File: src/rtl/phase_seq.sv
// One-hot instruction phase sequencer with reset-release start, halt/restart, skip and stall.
// Latency: all outputs registered; a control input takes effect on the next rising clk edge.
// Backpressure: stall (or, with PHASE_SEQ_STEP_EN and step_mode, the absence of step) holds the phase.
// Optional feature macro: PHASE_SEQ_STEP_EN adds step_mode/step single-step inputs.
module phase_seq #(
   parameter int NPHASE = 5,
   parameter int SYNC_N = 3,
   parameter int CNT_W  = 16
) (
   input  logic              clk,
   input  logic              n_rst,
   input  logic              hlt,
   input  logic              restart,
   input  logic              stall,
   input  logic              skip,
`ifdef PHASE_SEQ_STEP_EN
   input  logic              step_mode,
   input  logic              step,
`endif
   output logic [NPHASE-1:0] phase,
   output logic              busy,
   output logic              instr_done,
   output logic [CNT_W-1:0]  instr_cnt
);

   localparam logic [1:0] ST_IDLE = 2'd0;
   localparam logic [1:0] ST_RUN  = 2'd1;
   localparam logic [1:0] ST_HALT = 2'd2;

   localparam logic [NPHASE-1:0] PH_FIRST = NPHASE'(1);

   logic [SYNC_N-1:0] sync_q, sync_d;
   logic [1:0]        state_q, state_d;
   logic [NPHASE-1:0] phase_q, phase_d;
   logic              busy_q, busy_d;
   logic              done_q, done_d;
   logic [CNT_W-1:0]  cnt_q, cnt_d;
   logic              start_evt;
   logic              adv_en;

   // Reset-release synchroniser: ones shift in from the LSB after n_rst rises.
   assign sync_d    = {sync_q[SYNC_N-2:0], 1'b1};
   // The 0->1 boundary reaching the top two stages marks the single start event.
   assign start_evt = !sync_q[SYNC_N-1] && sync_q[SYNC_N-2];

`ifdef PHASE_SEQ_STEP_EN
   // In step mode the sequencer only advances in cycles carrying a step pulse.
   assign adv_en = !step_mode || step;
`else
   assign adv_en = 1'b1;
`endif

   // Next-state decode in priority order: hlt, restart, start, skip, stall/no-step, rotate.
   always_comb begin
      state_d = state_q;
      phase_d = phase_q;
      busy_d  = busy_q;
      done_d  = 1'b0;
      cnt_d   = cnt_q;
      if (hlt) begin
         state_d = ST_HALT;
         phase_d = '0;
         busy_d  = 1'b0;
      end else if (restart && (state_q == ST_HALT)) begin
         state_d = ST_RUN;
         phase_d = PH_FIRST;
         busy_d  = 1'b1;
      end else if (start_evt && (state_q == ST_IDLE)) begin
         state_d = ST_RUN;
         phase_d = PH_FIRST;
         busy_d  = 1'b1;
      end else if (state_q == ST_RUN) begin
         if (skip && adv_en && !phase_q[0]) begin
            // Early end of instruction: back to the first phase, counts as completion.
            phase_d = PH_FIRST;
            done_d  = 1'b1;
         end else if (stall || !adv_en) begin
            phase_d = phase_q;
         end else begin
            phase_d = {phase_q[NPHASE-2:0], phase_q[NPHASE-1]};
            done_d  = phase_q[NPHASE-1];
         end
      end
      if (done_d) begin
         cnt_d = cnt_q + 1'b1;
      end
   end

   // State and output registers, cleared asynchronously by n_rst.
   always_ff @(posedge clk or negedge n_rst) begin
      if (!n_rst) begin
         sync_q  <= '0;
         state_q <= ST_IDLE;
         phase_q <= '0;
         busy_q  <= 1'b0;
         done_q  <= 1'b0;
         cnt_q   <= '0;
      end else begin
         sync_q  <= sync_d;
         state_q <= state_d;
         phase_q <= phase_d;
         busy_q  <= busy_d;
         done_q  <= done_d;
         cnt_q   <= cnt_d;
      end
   end

   assign phase      = phase_q;
   assign busy       = busy_q;
   assign instr_done = done_q;
   assign instr_cnt  = cnt_q;

endmodule
File: config.mk
export PLATFORM = sky130hd
export DESIGN_NAME = phase_seq
export DESIGN_NICKNAME = d
export VERILOG_FILES = /design/src/rtl/phase_seq.sv
export SDC_FILE = /design/constraint.sdc
export NUM_CORES = 1
export LEC_CHECK = 0
export BUFFER_PORTS_ARGS = -buffer_cell sky130_fd_sc_hd__buf_2
export CAP_MARGIN = 40
export CORE_ASPECT_RATIO = 0.9
export CORE_MARGIN = 2
export CORE_UTILIZATION = 35
export CTS_CLUSTER_DIAMETER = 30
export DETAILED_ROUTE_END_ITERATION = 7
export PLACE_DENSITY_LB_ADDON = 0.15
export REMOVE_ABC_BUFFERS = 1
export SLEW_MARGIN = 30
export SYNTH_ARGS = -nofsm -noshare
export SYNTH_HDL_FRONTEND = slang
export SYNTH_SLANG_ARGS = --single-unit
File: constraint.sdc
create_clock -name clk -period 2.28 [get_ports clk]
set_input_delay 0.114 -clock clk [delete_from_list [all_inputs] [get_ports clk]]
set_output_delay 0.114 -clock clk [all_outputs]
set_load 0.03 [all_outputs]
==> run summary, run 1 <==
Status = finished, final reports clean
First-pass GRT wire length = 3.77 mm
Setup bufs post-CTS = 0
Residual DRC = 0
Die ar. = 3840 um^2
Row count = 19
Final hold vios = 0
Post-CTS Resized = 0
Worst Max-Slew Pin Slew = 0.596 ns
Finished Cell Area = 1420 um^2
Synthesis Warnings = 0
CTS H-Tree Depth = 1
Syn Inst Count = 103
Compound-Gate Fraction of Synth Area = 8.94%
Synth Area in Adders = 1.06%
Crit path cell chain = or3b_4, a2111oi_4, nand4_1, xnor2_1
Global Route Usage Sum = 12.8%
Min Tclk post-route = 1.77 ns
Worst path arrival time = 1.93 ns
VDD IR max = 0.346 mV
Logic pwr share = 14.4%
Mux share of post-synthesis cell area = 0.957%
WL final = 2.18 mm
CP max stage delay = 0.47 ns
CTS Buf Count = 3
Drt pass-1 iters = 4
Vias in the first global route = 841
Reg power frac = 57.2%
Final setup violation count = 0
Share of layout cells above drive strength 1 = 28.9%
R2R Setup Slk = 0.51 ns
Layout Nets = 143
Endpoint of the lowest-slack register-to-register path = instr_cnt[15]$_DFFE_PN0P_
Yosys cell types = 25
Sw power = 265 uW
Post-DRT Antenna Nets = 0
Wire per inst = 12.3 um
Hold buffers post-CTS = 1
Critical path type = flop to flop
Yosys reg bits = 27
Worst Setup SP = state_q[0]$_DFFE_PN0P_
CP Max Fanout = 6
Insertion delay of the later-clocked pin in the worst-skew pair = 0.27 ns
Clock Power Share = 28.4%
Clock sink total = 27
Type of destination of the critical path = flop
Most common cell after layout, fill and taps aside = buf_2
Starting DRC count in detailed routing = 7
Layout Utilization = 45.3%
Via count = 852
Initial antenna violation count = 0
Reg2reg start = state_q[0]$_DFFE_PN0P_
Most frequent cells in the layout = 28 x buf_2, 27 x dfrtp_1, 15 x nand2_1
Syn avg cell area = 11.4 um^2
Lkg Pwr = 0.000697 uW
Critical path startpoint category = flop
CP required = 2.44 ns
Max-slew violations = 0
Clock Tree Root = clkbuf_8
Initial Util = 37.5%
Die width = 65.1 um
Layout area overhead = 20.7%
Crit path to = instr_cnt[15]$_DFFE_PN0P_
Post-synthesis simple-gate area fraction = 19.5%
GRT overflow = 0
Post-DP Area = 1370 um^2
Hold Path Class = primary input to flop
Switching share of power = 28.3%
I/O pin cnt = 29
Die Y = 59.0 um
Setup WS pre-CTS = 0.511 ns
Port Buffers = 28
Worst Slack Setup Final = 0.514 ns
Crit-path slowest cell = a2111oi_4
Clk slew on worst S/H paths = 0.09 ns
RSZ-0062 raised after global routing = false
Antenna Cells = 0
Placer Congestion = 0.799
R2R depth = 4
Period Utilization, post-route = 77.5%
Hpwl dp = 1.63 mm
Synth Cell Area = 1180 um^2
Fillers = 334
Xor and xnor area share after synthesis = 11.2%
Final setup skew = 0.00218 ns
Largest family of logic cells by synthesized area = simple AND/OR/NAND/NOR gates
Max Cap Viol = 0
Setup_tns = 0 ns
CTS tree = yes
Relative slew margins = 60.3%
Std-Cell Core Area = 3140 um^2
Largest net degree at the start of global routing = 28
Fmax = 566 MHz
Clk buf depth = 2
PwrDens = 661 nW/um^2
Vias/cell = 4.81
Sequential share of the synthesized area = 57.4%
Internal power = 673 uW
-- routing by layer --
| metal | global-route usage, % | up-vias | wire length [um] |
|---|---|---|---|
| met5 | 0 | - | 0 |
| met4 | 5.36 | 0 | 34 |
| met3 | 3.04 | 4 | 119 |
| met2 | 20.8 | 17 | 1000 |
| met1 | 16.8 | 415 | 1030 |
| li1 | - | 416 | - |
-- power by group through the flow --
| stage | logic (uW) | registers [uW] | clock network (uW) |
|---|---|---|---|
| floorplan | 48.8 | 579 | 0 |
| global placement | 133 | 546 | 0 |
| detailed placement | 137 | 546 | 0 |
| CTS | 139 | 537 | 277 |
| global route | 151 | 543 | 297 |
| finish | 135 | 536 | 267 |
-- worst min-delay path by stage --
| stage | slack, ns | depth (start not counted) | to | from |
|---|---|---|---|---|
| floorplan | -0.18 | 0 | instr_cnt[0]$_DFFE_PN0P_ | n_rst |
| global placement | 0.15 | 1 | instr_cnt[0]$_DFFE_PN0P_ | n_rst |
| detailed placement | 0.16 | 1 | instr_cnt[0]$_DFFE_PN0P_ | n_rst |
| CTS | 0.05 | 2 | state_q[0]$_DFFE_PN0P_ | hlt |
| global route | 0.05 | 2 | state_q[0]$_DFFE_PN0P_ | hlt |
| finish | 0.05 | 2 | phase[0]$_DFFE_PN0P_ | hlt |
-- per-stage QoR --
stage                     hold slack [ns]  power [uW]  cells
after floorplan                    -0.182         628    102
after global placement              0.154         679    172
after detailed placement            0.158         683    172
after CTS                          0.0500         952    177
after global routing               0.0540         990    177
final                              0.0468         938    177
-- final cells by class --
class,count,area [um^2],area share (%)
inverters,1,3.75,0.264
multi-input cells,74,493,34.7
repair buffers,29,150,10.6
well taps,42,52.6,3.70
clock buffers,4,45.0,3.17
flip-flops and latches,27,676,47.6
-- worst max-delay path: cells and delay by family, from the launching register on --
kind,cells,cell delay (ns)
flops,1,0.42
xor+xnor,1,0.15
simple gates,2,0.61
compound gates,1,0.47
-- cells in the mapped netlist --
master / number / area (um^2)
a2111o_1: 1 / 11.3
a2111oi_4: 1 / 27.5
a21o_1: 2 / 15.0
a21oi_1: 7 / 35.0
a21oi_2: 1 / 8.76
and3_1: 4 / 25.0
clkbuf_1: 1 / 3.75
conb_1: 1 / 3.75
dfrtp_1: 27 / 676
ha_1: 1 / 12.5
inv_1: 1 / 3.75
mux2_2: 1 / 11.3
nand2_1: 15 / 56.3
nand2b_1: 4 / 25.0
nand3_1: 3 / 15.0
nand4_1: 6 / 37.5
nor2_1: 5 / 18.8
nor3_1: 1 / 5.00
nor3_2: 2 / 20.0
o21a_1: 1 / 7.51
or2_2: 1 / 6.26
or3b_2: 1 / 8.76
or3b_4: 1 / 11.3
xnor2_1: 10 / 87.6
xor2_1: 5 / 43.8
-- flip-flops by register name (all words and copies together), names as in the netlist --
register    count
instr_done      1
instr_cnt      16
phase           5
state_q         2
sync_q          3
-- cell families after synthesis --
family                     count (synthesis)
other                                      1
adders and majority gates                  1
buffers and inverters                      2
muxes                                      1
and+or+nand+nor                           43
xor gates and xnor gates                  15
DFF                                       27
AOI/OAI and AO/OA                         13
Note: power is estimated with default switching activity, not from simulation.
==> run 2: changes to the inputs <==
==> constraint.sdc (replaced) <==
create_clock -name clk -period 1.61 [get_ports clk]
set_input_delay 0.0805 -clock clk [delete_from_list [all_inputs] [get_ports clk]]
set_output_delay 0.0805 -clock clk [all_outputs]
set_load 0.03 [all_outputs]
==> run summary, run 2 (synthesized netlist as in run 1, its figures left out) <==
Row count = 19
CP Depth = 4
Residual DRC = 0
Die width = 65.1 um
Clock Tree Root = clkbuf_8
WP buf/inv = 0
Layout Nets = 156
Drt pass-1 iters = 4
First-pass GRT wire length = 4.15 mm
Wire per inst = 13.3 um
Share of layout cells above drive strength 1 = 39.2%
Hold Path Class = primary input to flop
Vias in the first global route = 909
Post-Layout Cell Count = 190
Hold depth = 3
Initial Util = 37.5%
Vias/cell = 4.82
Port Buffers = 28
Starting DRC count in detailed routing = 16
RSZ-0062 raised after global routing = true
R2R depth = 4
Worst Max-Slew Pin Slew = 0.598 ns
WL final = 2.54 mm
CTS Buf Count = 3
Die Y = 59.0 um
Placer Congestion = 0.784
Worst Slack Setup Final = -0.00800 ns
Largest net degree at the start of global routing = 28
Antenna Cells = 0
Std-Cell Core Area = 3140 um^2
Post-Place Cells = 180
Failing checks = setup timing
Crit-path slowest cell = or3b_4
Initial antenna violation count = 0
Die ar. = 3840 um^2
Most frequent cells in the layout = 28 x buf_2, 26 x dfrtp_1, 14 x nand2_1
Min Tclk post-route = 1.62 ns
Clk buf depth = 2
CTS tree = yes
Type of destination of the critical path = flop
Clock sink total = 27
Layout area overhead = 31.2%
Setup WS pre-CTS = -0.0969 ns
Post-DP Area = 1430 um^2
Critical path startpoint category = flop
Via count = 915
Crit path cell chain = or3b_4, a2111o_1, nor3_2, xor2_1
Worst path arrival time = 1.81 ns
Max reg flops = 16
Final setup skew = 0.00485 ns
I/O pin cnt = 29
Final setup violation count = 2
Insertion delay of the later-clocked pin in the worst-skew pair = 0.27 ns
Finished Cell Area = 1540 um^2
Max-slew violations = 0
PwrDens = 913 nW/um^2
Status = complete, but fails checks
GRT overflow = 0
Clk slew on worst S/H paths = 0.09 ns
Critical path type = flop to flop
Period Utilization, post-route = 100%
CP required = 1.80 ns
Post-DRT Antenna Nets = 0
Hpwl dp = 1.79 mm
Final hold vios = 0
Relative slew margins = 60.1%
VDD IR max = 0.511 mV
CTS H-Tree Depth = 1
Fmax = 618 MHz
Lkg Pwr = 0.000786 uW
Layout Utilization = 49.2%
CP Max Fanout = 5
Most common cell after layout, fill and taps aside = buf_2
Max Cap Viol = 0
Global Route Usage Sum = 14.3%
Top delay family on crit path = simple AND/OR/NAND/NOR gates
CP max stage delay = 0.41 ns
Fillers = 317
run 2: final timing paths:
check / start / endpoint / slack [ns]
worst max-delay path: state_q[1]$_DFFE_PN0P_ / instr_cnt[10]$_DFFE_PN0P_ / -0.008
worst min-delay path: hlt / phase[0]$_DFFE_PN0P_ / 0.08
worst max register to register: state_q[1]$_DFFE_PN0P_ / instr_cnt[10]$_DFFE_PN0P_ / -0.008
worst min register to register: sync_q[0]$_DFF_PN0_ / sync_q[1]$_DFF_PN0_ / 0.37
max in group asynchronous: n_rst / instr_cnt[0]$_DFFE_PN0P_ / 0.84
min in group asynchronous: n_rst / instr_cnt[3]$_DFFE_PN0P_ / 0.34
run 2: cell type report:
cell class                 instances  area, um^2  share of cell area [%]
sequential                        27         677                    43.9
clock buffer                       4        45.0                    2.92
multi-input combinational         74         517                    33.5
timing repair buffer              42         248                    16.1
inverter                           1        3.75                   0.243
tap                               42        52.6                    3.41
run 2: timing repair:
| item | 4_1_cts | 5_1_grt |
|---|---|---|
| hold buffers | 1 | 0 |
| buffers inserted | 4 | 1 |
| endpoints found under the hold margin | 27 | 0 |
| gates resized for setup | 1 | 6 |
| pin swaps | 2 | 2 |
| endpoints found under the setup margin | 9 | 15 |
run 2: tightest hold or removal path: stages:
cell    delay [ns]
buf_2         0.09
buf_4         0.11
nor2_1        0.04
run 2: per-stage QoR:
stage                     hold slack [ns]  setup TNS, ns  power, uW
after global placement              0.120         -0.234        981
final                              0.0828       -0.00878       1410
after global routing                0.100         -0.386       1480
after CTS                          0.0804        -0.0433       1400
after detailed placement            0.121         -0.451        986
after floorplan                    -0.215          -2.04        889
run 2: power by group:
group | internal (uW) | switching [uW]
Sequential | 714 | 29.3
Clock | 177 | 209
Combinational | 117 | 163
Total | 1010 | 401
run 2: layer usage:
layer	up-vias	wire, um	part of all wire (%)	global-route usage (%)
met4	0	29	1.1	4.46
met5	-	0	0	0
met2	19	1220	48	23.3
li1	442	-	-	-
met1	450	1200	47	20.0
met3	4	84	3.3	2.28
==> run 3: changes to the inputs <==
==> constraint.sdc (replaced) <==
create_clock -name clk -period 1.76 [get_ports clk]
set_input_delay 0.088 -clock clk [delete_from_list [all_inputs] [get_ports clk]]
set_output_delay 0.088 -clock clk [all_outputs]
set_load 0.03 [all_outputs]
==> run summary, run 3 (synthesized netlist as in run 1, its figures left out) <==
Insertion delay of the later-clocked pin in the worst-skew pair = 0.27 ns
CTS tree = yes
Status = finished, final reports clean
Worst path arrival time = 1.81 ns
Port Buffers = 28
Via count = 858
I/O pin cnt = 29
Clock Tree Root = clkbuf_8
Type of destination of the critical path = flop
Row count = 19
Vias/cell = 4.77
Period Utilization, post-route = 93.4%
WL final = 2.25 mm
Metal1 wirelength = 1.10 mm
Final setup violation count = 0
RSZ-0062 raised after global routing = true
Std-Cell Core Area = 3140 um^2
Antenna Cells = 0
Top delay family on crit path = simple AND/OR/NAND/NOR gates
Share of layout cells above drive strength 1 = 31.2%
Clock sink total = 27
CP max stage delay = 0.41 ns
Clk slew on worst S/H paths = 0.10 ns
Hpwl dp = 1.71 mm
Worst Slack Setup Final = 0.116 ns
CTS H-Tree Depth = 1
Layout Nets = 146
GRT overflow = 0
Post-CTS Resized = 0
CTS Buf Count = 3
Lkg Pwr = 0.000710 uW
Global Route Usage Sum = 12.8%
Die width = 65.1 um
WP buf/inv = 0
Wire per inst = 12.5 um
PwrDens = 851 nW/um^2
Layout area overhead = 23.0%
Max-slew violations = 0
Most frequent cells in the layout = 28 x buf_2, 27 x dfrtp_1, 15 x nand2_1
Critical path startpoint category = flop
First-pass GRT wire length = 3.77 mm
Max reg flops = 16
Die Y = 59.0 um
Min Tclk post-route = 1.64 ns
Placer Congestion = 0.787
Clk buf depth = 2
Metal3 WL = 88 um
Fmax = 608 MHz
Vias in the first global route = 823
Initial Util = 37.5%
Most common cell after layout, fill and taps aside = buf_2
Final setup skew = 0.00785 ns
Met2 WL = 1.03 mm
Relative slew margins = 59.8%
Residual DRC = 0
Setup bufs post-CTS = 0
Fillers = 333
Starting DRC count in detailed routing = 8
Worst Max-Slew Pin Slew = 0.603 ns
Post-DRT Antenna Nets = 0
Drt pass-1 iters = 4
Setup_tns = 0 ns
Crit path cell chain = or3b_4, a2111oi_4, nand4_1, xnor2_1
Max Cap Viol = 0
Top sig layer = met4
Critical path type = flop to flop
CP Max Fanout = 5
Hold Path Class = primary input to flop
Final hold vios = 0
Setup WS pre-CTS = 0.0594 ns
Initial antenna violation count = 0
Post-Place Cells = 175
Overall power = 1230 uW
VDD IR max = 0.429 mV
Largest net degree at the start of global routing = 28
Crit-path slowest cell = or3b_4
Post-Layout Cell Count = 180
Die ar. = 3840 um^2
CP required = 1.92 ns
-- run 3: cell types whose count changed in the layout (fill, tap and decap cells not counted), sizes merged --
cell and delta:
clkbuf -1, clkinvlp +1, buf -10
-- run 3: area by class of cell --
cell class	instances	area [um^2]	area share, %
Clock buffer	3	41.3	2.85
Sequential cell	27	676	46.7
Tap cell	42	52.6	3.63
Clock inverter	1	7.51	0.519
Timing Repair Buffer	32	173	11.9
Inverter	1	3.75	0.260
Multi-Input combinational cell	74	493	34.1
-- run 3: per-stage QoR --
stage | hold slack, ns | area (um^2) | utilization [%]
6_report | 0.0312 | 1450 | 46.1
5_1_grt | 0.0319 | 1450 | 46.1
4_1_cts | 0.0282 | 1450 | 46.1
3_5_place_dp | 0.137 | 1390 | 44.2
3_3_place_gp | 0.126 | 1390 | 44.2
2_1_floorplan | -0.208 | 1170 | -
-- run 3: where the power goes --
group	internal [uW]	switching (uW)	leakage [uW]
logic	67.1	121	0.000326
clock network	160	193	0.0000217
registers	651	38.2	0.000363
total	878	352	0.000710
-- run 3: metal layers --
metal,vias up,track usage [%]
met5,-,0
met4,0,4.46
met3,2,3.23
met2,15,20.0
met1,422,17.6
li1,419,-
-- run 3: what timing repair did --
action | in CTS | in global routing
hold buffers | 1 | 0
hold endpoints to repair | 27 | 0
endpoints found under the setup margin | 0 | 6
-- run 3: final timing paths --
path	startpoint	endpoint	slack, ns	depth (start not counted)
worst max-delay path	state_q[1]$_DFFE_PN0P_	instr_cnt[15]$_DFFE_PN0P_	0.12	4
worst min-delay path	hlt	phase[0]$_DFFE_PN0P_	0.03	2
worst max register to register	state_q[1]$_DFFE_PN0P_	instr_cnt[15]$_DFFE_PN0P_	0.12	4
worst min register to register	sync_q[0]$_DFF_PN0_	sync_q[1]$_DFF_PN0_	0.36	0
max in group asynchronous	n_rst	state_q[0]$_DFFE_PN0P_	1.01	2
min in group asynchronous	n_rst	state_q[1]$_DFFE_PN0P_	0.35	2
